==> src/rtl/ro_meter_pkg.sv <==
// Shared types and helpers for the multi-channel ring-oscillator frequency meter.
// Holds the FSM state encoding, mode constants and the channel-index width helper.
package ro_meter_pkg;

  typedef enum logic [1:0] {
    IDLE,
    SETTLE,
    GATE,
    REPORT
  } state_t;

  localparam logic MODE_SINGLE = 1'b0;
  localparam logic MODE_CONT   = 1'b1;

  // Width of a channel index; never below 1 so a single-channel build still has a port.
  function automatic int clog2_min1(input int n);
    return (n <= 2) ? 1 : $clog2(n);
  endfunction

endpackage

==> src/rtl/ro_edge_sync.sv <==
// Per-channel synchroniser for an asynchronous oscillator input plus a
// rising-edge detector that compares the synchronised value with its previous sample.
module ro_edge_sync #(
  parameter int SYNC_STAGES = 2
) (
  input  logic clk,
  input  logic reset,
  input  logic ro_in,
  output logic edge_pulse
);

  logic [SYNC_STAGES-1:0] sync_q;
  logic                   prev_q;

  // NOTE: sequential state uses non-blocking assignments so every flop samples pre-edge values.
  always_ff @(posedge clk) begin
    if (reset) begin
      sync_q <= '0;
      prev_q <= 1'b0;
    end else begin
      sync_q <= {sync_q[SYNC_STAGES-2:0], ro_in};
      prev_q <= sync_q[SYNC_STAGES-1];
    end
  end

  assign edge_pulse = sync_q[SYNC_STAGES-1] & ~prev_q;

endmodule

==> src/rtl/ro_multich_freq_meter.sv <==
// Multi-channel ring-oscillator frequency meter: counts synchronised rising edges of
// one channel at a time over a programmable gate, single-shot or round-robin.
module ro_multich_freq_meter
  import ro_meter_pkg::*;
#(
  parameter  int N_CH        = 4,
  parameter  int CNT_W       = 24,
  parameter  int GATE_W      = 20,
  parameter  int SYNC_STAGES = 2,
  localparam int CH_W        = clog2_min1(N_CH)
) (
  input  logic              clk,
  input  logic              reset,
  input  logic [N_CH-1:0]   ro_in,
  input  logic              start,
  input  logic              stop,
  input  logic              mode,
  input  logic [CH_W-1:0]   ch_sel,
  input  logic [GATE_W-1:0] gate_cycles,
  output logic              busy,
  output logic              result_valid,
  input  logic              result_ready,
  output logic [CNT_W-1:0]  result,
  output logic [CH_W-1:0]   result_ch,
  output logic              overflow
);

  localparam logic [CNT_W-1:0]  CNT_MAX    = '1;
  localparam logic [GATE_W-1:0] SETTLE_LEN = GATE_W'(SYNC_STAGES);
  localparam logic [CH_W:0]     N_CH_V     = (CH_W + 1)'(N_CH);
  localparam logic [CH_W-1:0]   LAST_CH    = CH_W'(N_CH - 1);

  state_t            state_q, state_d;
  logic [CH_W-1:0]   ch_ptr_q;
  logic [GATE_W-1:0] gate_len_q;
  logic [GATE_W-1:0] timer_q;
  logic [CNT_W-1:0]  count_q;
  logic              mode_q;
  logic              stop_seen_q;

  logic [N_CH-1:0]   edge_vec;
  logic              sel_edge;
  logic              start_ok;
  logic              timer_zero;
  logic              stop_now;
  logic [CNT_W-1:0]  count_nxt;

  for (genvar i = 0; i < N_CH; i++) begin : g_sync
    ro_edge_sync #(.SYNC_STAGES(SYNC_STAGES)) u_sync (
      .clk        (clk),
      .reset      (reset),
      .ro_in      (ro_in[i]),
      .edge_pulse (edge_vec[i])
    );
  end

  assign sel_edge   = edge_vec[ch_ptr_q];
  assign start_ok   = start && ({1'b0, ch_sel} < N_CH_V);
  assign timer_zero = (timer_q == '0);
  assign stop_now   = stop || stop_seen_q;
  // The counter sticks at all-ones, so "count is at max" doubles as the overflow flag.
  assign count_nxt  = (sel_edge && count_q != CNT_MAX) ? count_q + CNT_W'(1) : count_q;

  assign busy         = (state_q != IDLE);
  assign result_valid = (state_q == REPORT);

  always_ff @(posedge clk) begin
    if (reset) state_q <= IDLE;
    else       state_q <= state_d;
  end

  // NOTE: next-state gets a default before the case so no path leaves it unassigned (no latch).
  always_comb begin
    state_d = state_q;
    unique case (state_q)
      IDLE:    if (start_ok)   state_d = SETTLE;
      SETTLE:  if (timer_zero) state_d = GATE;
      GATE:    if (timer_zero) state_d = REPORT;
      REPORT: begin
        if (result_ready) state_d = (mode_q == MODE_SINGLE || stop_now) ? IDLE : SETTLE;
      end
      default: state_d = IDLE;
    endcase
  end

  always_ff @(posedge clk) begin
    if (reset) begin
      ch_ptr_q    <= '0;
      gate_len_q  <= '0;
      timer_q     <= '0;
      count_q     <= '0;
      mode_q      <= MODE_SINGLE;
      stop_seen_q <= 1'b0;
      result      <= '0;
      result_ch   <= '0;
      overflow    <= 1'b0;
    end else begin
      stop_seen_q <= (state_q == IDLE) ? 1'b0 : (stop_seen_q | stop);
      unique case (state_q)
        IDLE: begin
          if (start_ok) begin
            ch_ptr_q   <= ch_sel;
            gate_len_q <= (gate_cycles == '0) ? GATE_W'(1) : gate_cycles;
            mode_q     <= mode;
            timer_q    <= SETTLE_LEN;
          end
        end
        SETTLE: begin
          count_q <= '0;
          timer_q <= timer_zero ? gate_len_q - GATE_W'(1) : timer_q - GATE_W'(1);
        end
        GATE: begin
          count_q <= count_nxt;
          timer_q <= timer_q - GATE_W'(1);
          if (timer_zero) begin
            result    <= count_nxt;
            result_ch <= ch_ptr_q;
            overflow  <= (count_nxt == CNT_MAX);
          end
        end
        REPORT: begin
          if (result_ready && mode_q == MODE_CONT && !stop_now) begin
            ch_ptr_q <= (ch_ptr_q == LAST_CH) ? '0 : ch_ptr_q + CH_W'(1);
            timer_q  <= SETTLE_LEN;
          end
        end
        default: ;
      endcase
    end
  end

endmodule

==> config.mk <==
export PLATFORM = sky130hd
export DESIGN_NAME = ro_multich_freq_meter
export DESIGN_NICKNAME = d
export VERILOG_FILES = /design/src/rtl/ro_meter_pkg.sv /design/src/rtl/ro_edge_sync.sv /design/src/rtl/ro_multich_freq_meter.sv
export SDC_FILE = /design/constraint.sdc
export NUM_CORES = 1
export LEC_CHECK = 0
export ABC_AREA = 1
export CORE_MARGIN = 5
export CORE_UTILIZATION = 60
export DETAILED_ROUTE_END_ITERATION = 6
export PLACE_DENSITY = 0.88
export SLEW_MARGIN = 10
export SYNTH_ARGS = -nofsm -noshare
export SYNTH_HDL_FRONTEND = slang
export SYNTH_SLANG_ARGS = --single-unit
export TNS_END_PERCENT = 30
==> constraint.sdc <==
create_clock -name clk -period 3.2 [get_ports clk]
set_clock_uncertainty 0.05 [all_clocks]
set_input_delay 0.32 -clock clk [delete_from_list [all_inputs] [get_ports clk]]
set_output_delay 0.32 -clock clk [all_outputs]
set_load 0.02 [all_outputs]
After elaboration in Yosys (flattened, before gate mapping)
Cells that the tools add are included.

storage, ports and cells
  flip-flop bits (word level) = 109
  input port bits = 32
  output and inout port bits = 29
  logic and storage cells = 81

operators by class
  add/sub/neg operators = 4
  magnitude comparators = 1
  eq/ne operators = 11
  muxes and demuxes = 19
  bitwise gates (word level) = 10
  reduce and logical (&&, ||, !) cells = 18

operators with widths
  cell                                                         number
  2-to-1 mux 20 bit                                            4
  one-hot mux 20 bit (4 select lines)                          1
  one-hot mux 24 bit (2 select lines)                          1
  zero test 20 bit                                             2
  subtractor 20 x 1 -> 20 bit (second input constant)          2
  adder 24 x 1 -> 24 bit (second input constant)               1
  == test 24 bit (second input constant)                       1
  2-to-1 mux 24 bit                                            1
  != test 24 bit (second input constant)                       1
  2-to-1 mux 2 bit                                             7
  one-hot mux 2 bit (4 select lines)                           1
  == test 2 bit (second input constant)                        3
  != test 2 bit (second input constant)                        3
  AND reduction 2 bit                                          3
  nonzero test 2 bit                                           3
  inverter 1 bit                                               5
  bitwise AND 1 bit                                            4
  != test 2 x 1 -> 1 bit (second input constant)               2
  one-hot mux 2 bit (2 select lines)                           1
  AND reduction 4 bit                                          1
  logical AND 1 bit                                            3
  less-than comparator 2 x 3 -> 1 bit (second input constant)  1
  AND reduction 3 bit                                          1
  adder 2 x 1 -> 2 bit (second input constant)                 1
  8 further kinds                                              10

Logic depth before layout (Yosys ltp)
  word-level depth = 7
  mapped depth = 16
  mapped depth without buffers = 16

Hierarchy
From an unflattened synthesis, not the netlist that was laid out.

second synthesis, totals
  cell total of the unflattened synthesis = 939
  area, all modules = 6110.9 um2

by module, submodules not included
  module                 instances  cells an instance  area an instance (um2)  sequential area each (um2)
  ro_multich_freq_meter  1          899                5765.5                  1941.9
  ro_edge_sync           4          10                 86.3                    60.1

Worst setup path after synthesis
OpenSTA, ideal clock, no wires.

  path kind = register to register
  start = register state_q[0]
  end = register timer_q[10]
  library setup time = 70 ps
  data arrival time = 1945 ps
  data required time = 3080 ps
  slack = 1135 ps
  stages on the path, launching flop included = 10
  buffers on the path = 2
  period minus slack after synthesis = 2065 ps
  path through = dfxtp_1 -> ha_1 -> inv_1 -> o22ai_1 -> a21oi_1 -> inv_1 -> clkbuf_1 -> clkbuf_1 -> nand2_1 -> a21oi_1

between the ends
  longest elaborated chain between the ends = 3
  elaborated cells on any way between the ends = 8
  those cells by class = eq/ne (5); mux (1); reduce/logical (2)

ends and longest elaborated chain
  element                           line                          source
  start: declaration                ro_multich_freq_meter.sv:33   state_t state_q, state_d;
  start signal: assignment          ro_multich_freq_meter.sv:69   else state_q <= state_d;
  == test 2 bit (*)                 --
  named net result_valid            ro_multich_freq_meter.sv:21   output logic result_valid,
  != test 2 x 1 -> 1 bit (no line)  --
  AND reduction 2 bit (no line)     --
  end signal: assignment            ro_multich_freq_meter.sv:110  timer_q <= timer_zero ? gate_len_q - GATE_W'(1) : timer_q - GATE_W'(1);
  end signal: assignment            ro_multich_freq_meter.sv:114  timer_q <= timer_q - GATE_W'(1);
  end: declaration                  ro_multich_freq_meter.sv:36   logic [GATE_W-1:0] timer_q;

Mark *: on every way through the listed nets, which the timed path passes. The rest lies on a longest branch.
A chain may end at the register's enable or synchronous reset.

Final worst setup path
  start = register count_q[0]
  end = register overflow

between the ends
  longest elaborated chain between the ends = 4
  elaborated cells on any way between the ends = 5
  those cells by class = add/sub (1); eq/ne (2); mux (1); reduce/logical (1)

ends and longest elaborated chain
  element                                                                         line                          source
  start: declaration                                                              ro_multich_freq_meter.sv:37   logic [CNT_W-1:0] count_q;
  start signal: assignment                                                        ro_multich_freq_meter.sv:113  count_q <= count_nxt;
  parallel branches: the longest is 2 deep, another holds adder 24 x 1 -> 24 bit  --
  2-to-1 mux 24 bit (*)                                                           ro_multich_freq_meter.sv:62   assign count_nxt = (sel_edge && count_q != CNT_MAX) ? count_q + CNT_W'(1) : count_q;
  == test 24 bit (*)                                                              ro_multich_freq_meter.sv:118  overflow <= (count_nxt == CNT_MAX);
  end signal: assignment                                                          ro_multich_freq_meter.sv:118
  end: declaration                                                                ro_multich_freq_meter.sv:25   output logic overflow

Every way passes the cells marked *.

==> impl_summary.txt <==
----------------------------------------------------
[Floorplanning]
  Die area ... 0.0127 mm^2
  Placement row count ... 37
  Chip Width ... 113 um
  Initial Util ... 61.4%
  Core region area ... approximately 0.010 mm^2
  Die Height ... roughly 110 um
  I/O pin cnt ... just over 60

[Worst setup path]
  Nature of the critical path startpoint ... flip-flop
  Type of the worst setup path ... reg -> reg
  Biggest fanout along the worst timing path ... 12
  Most Frequent Cell on Critical Path ... sky130_fd_sc_hd__nor2_4
  Required arrival time at the worst endpoint ... ~3.5 ns
  Endpoint type of the worst setup path ... flip-flop
  Worst stage delay on the critical path ... slightly above 0.8 ns
  Data arrival at the endpoint of the critical path ... 2.95 ns
  CP max-delay cell ... sky130_fd_sc_hd__a21oi_1
  Cell-by-cell listing of the critical path ... ha_1 > nand2_2 > nor2_4 > nand2_4 > nor2_4 > a21oi_1 > nor2_1 > a21oi_4 > nand3_1 > nor2_2 > nand2_1 > a21oi_2
  Length in cells of the worst reg-to-reg path ... 12

[Final layout]
  Final core occ ... between 60% and 70%
  Fill cells ... slightly above 900
  Antenna Diode Count ... 0
  Area added between synthesis and finish ... 13.3%
  Most frequent cells in the layout ... sky130_fd_sc_hd__nand2_1 (259), sky130_fd_sc_hd__nor2_1 (112), sky130_fd_sc_hd__dfxtp_1 (109)
  Most common cell after layout, fill and taps aside ... sky130_fd_sc_hd__nand2_1
  Fraction of final layout cells sized beyond drive strength 1 ... approximately 6.5%
  Post-layout net count ... approximately 1,100

[GRT]
  Total global routing track utilization ... around a quarter
  Antenna violations before repair ... 0
  Wire length of the first global-routing pass ... 26.8 mm
  Number of global-route vias before repair ... 5,653
  Sum of overflow across all layers after global routing ... 0
  Largest net degree at the start of global routing ... between 60 and 70

[Pwr]
  Power share of the clock group ... between 15 and 20%
  Post-route total power ... slightly above 6 mW
  Peak supply drop ... between 0.4 and 0.5 mV
  Combinational share of power ... around 54%
  Leak ... around 2.9 nW
  Switching share of power ... 46.2%
  Cell Int Power ... about 3.3 mW
  NetSw ... 2.85 mW
  Power per unit of standard cell area ... between 800 and 900 mW/mm^2
  Share of total power in sequential cells ... 30.5%

[Yosys]
  Ys flop type ... sky130_fd_sc_hd__dfxtp_1
  Largest cells by area after synthesis ... sky130_fd_sc_hd__dfxtp_1 (35%), sky130_fd_sc_hd__nand2_1 (15%), sky130_fd_sc_hd__nor2_1 (6.7%), sky130_fd_sc_hd__inv_1 (6.4%), sky130_fd_sc_hd__a21oi_1 (6.3%)
  Largest area contributor in the synthesized netlist ... sky130_fd_sc_hd__dfxtp_1
  Sequential-to-total area share from yosys stat ... between 30 and 40%
  Mapped Cells ... between 900 and 1,000
  Synthesized cell area ... roughly 0.0063 mm^2
  Async S/R FF share, synth ... 0%
  Number of storage elements in the synthesis netlist ... roughly 110
  Syn nets ... 1,011
  Count of yosys warnings during synthesis ... 0
  Number of flops mapped to enable cells by yosys ... 0
  Top-area cell type share of the netlist area ... between 30% and 40%
  Post-Syn Area per Cell ... between 6 and 7 um^2
  Unique cell type count in the Yosys netlist ... 40

[Clocking]
  # H-tree levels ... 3
  TritonCTS clock tree ... done
  Clock transition at path regs ... ~0.10 ns
  Cts hold-fix bufs ... 0
  Cell chosen for the clock root ... sky130_fd_sc_hd__clkbuf_8
  Number of resized instances in the post-cts repair step ... 0
  Total CTS buffers ... 9
  Clk sink count ... 109
  Buffer depth of the longest clock path ... 2
  # Post-CTS Setup Buffers ... 0
  Source-to-sink clock delay at the later pin of the worst-skew pair ... slightly below 0.4 ns

[Placed design]
  Final HPWL from detailed placement ... between 10 and 15 mm
  # port buffers ... 60
  GP Congestion ... 0.964

[STA]
  Final setup fails ... 0
  Transition time at the pin with the least slew margin ... 1.08 ns
  Fin crit period ... 2.68 ns
  Unrepaired setup endpoints after global routing ... no
  Count of final hold-check violations ... 0
  Portion of the clock cycle consumed by the worst path in the final layout ... between 80% and 90%
  Final slew viol count ... 0
  Worst max-slew margin expressed relative to the limit ... between 20% and 30%
  Setup TNS ... 0 ns
  Maximum clock frequency ... ~370 MHz

[Drt]
  Via/cell ratio ... roughly 5.4
  Total number of vias ... 6,264
  DRC Markers ... 0
  Antenna Violating Nets Remaining ... 0
  Number of DRC violations after detailed-routing iteration 0 ... about 560
  Post-DR wirelength/cell ... about 14 um
  Number of detailed-routing iterations run before antenna repair ... 7
  Drt total wl ... about 16 mm

[Hold path]
  Cell count of the worst hold path ... 2
  Worst hold path class ... reg -> reg

[Outcome]
  Result of the run ... completed

[Run]
  # Max-Cap Violations ... 0

----------------------------------------------------
[power groups by stage]
| stage | combinational, mW | clock (mW) | sequential [mW] |
|---|---|---|---|
| after floorplan | 2.26 | 0 | 2.02 |
| after global placement | 3.25 | 0 | 1.90 |
| after detailed placement | 3.29 | 0 | 1.91 |
| after CTS | 3.32 | 0.961 | 1.88 |
| after global routing | 3.73 | 1.01 | 1.93 |
| final | 3.34 | 0.949 | 1.89 |
[routing by layer]
layer  routed length, um  vias to the layer above  global-route usage (%)  part of all wire (%)
met2                6950                      197                    38.1                    44
met4                 288                        0                    7.85                   1.8
met5                   0                        -                       0                     0
met1                7730                     2839                    37.3                    48
li1                    -                     3200                       -                     -
met3                 992                       28                    3.72                   6.2
[final timing paths]
kind	end	start	slack, ns
max	overflow	count_q[0]	0.52
min	g_sync[2].u_sync.sync_q[1]	g_sync[2].u_sync.sync_q[0]	0.36
max reg2reg	overflow	count_q[0]	0.52
min reg2reg	g_sync[2].u_sync.sync_q[1]	g_sync[2].u_sync.sync_q[0]	0.36
[critical path: cells and delay by family (launching register included)]
family / cells / cell delay (ns)
compound gates: 3 / 1.11
fa+ha+maj: 1 / 0.32
flops: 1 / 0.39
simple gates: 8 / 0.73
[registers in the layout, indices dropped and copies added, names as in the netlist]
name                  count
count_q                  24
result                   24
gate_len_q               20
timer_q                  20
g_sync.u_sync.sync_q      8
g_sync.u_sync.prev_q      4
ch_ptr_q                  2
result_ch                 2
state_q                   2
mode_q                    1
overflow                  1
stop_seen_q               1
[synth_stat cells (10+ instances only)]
cell and instances:
sky130_fd_sc_hd__nand2_1 259, sky130_fd_sc_hd__nor2_1 113, sky130_fd_sc_hd__dfxtp_1 109, sky130_fd_sc_hd__inv_1 108
sky130_fd_sc_hd__a21oi_1 79, sky130_fd_sc_hd__nand3_1 62, sky130_fd_sc_hd__o21ai_0 54, sky130_fd_sc_hd__xor2_1 28
sky130_fd_sc_hd__clkbuf_1 25, sky130_fd_sc_hd__nor3_1 14, sky130_fd_sc_hd__nand4_1 12, sky130_fd_sc_hd__o22ai_1 12
sky130_fd_sc_hd__nand2_2 10, sky130_fd_sc_hd__nor2_2 10
[area by class of cell]
type / instances / area [um^2] / area share (%)
Tap cell: 136 / 170 / 2.38
Sequential cell: 109 / 2180 / 30.5
Clock buffer: 11 / 141 / 1.98
Multi-Input combinational cell: 711 / 3500 / 49.0
Inverter: 113 / 424 / 5.93
Timing Repair Buffer: 67 / 648 / 9.07
Clock inverter: 4 / 77.6 / 1.09
[per-stage QoR]
stage               area [um^2]  hold WS, ns  instances  setup slack (ns)
floorplan                  6310        0.338        970              1.13
global placement           6930        0.339       1136             0.683
detailed placement         6930        0.346       1136             0.598
CTS                        7150        0.361       1151             0.570
global route               7150        0.376       1151             0.339
finish                     7150        0.360       1151             0.518
[logic make-up after synthesis]
kind of cell / Yosys count / share of synthesized area [%]
flip-flops: 109 / 34.6
AO/OA/AOI/OAI: 164 / 14.1
AND/OR/NAND/NOR: 503 / 34.7
XOR/XNOR: 35 / 4.86
buffers and inverters: 150 / 10.0
adder cells (fa/ha/maj): 9 / 1.79
(Power assumes the default switching activity.)
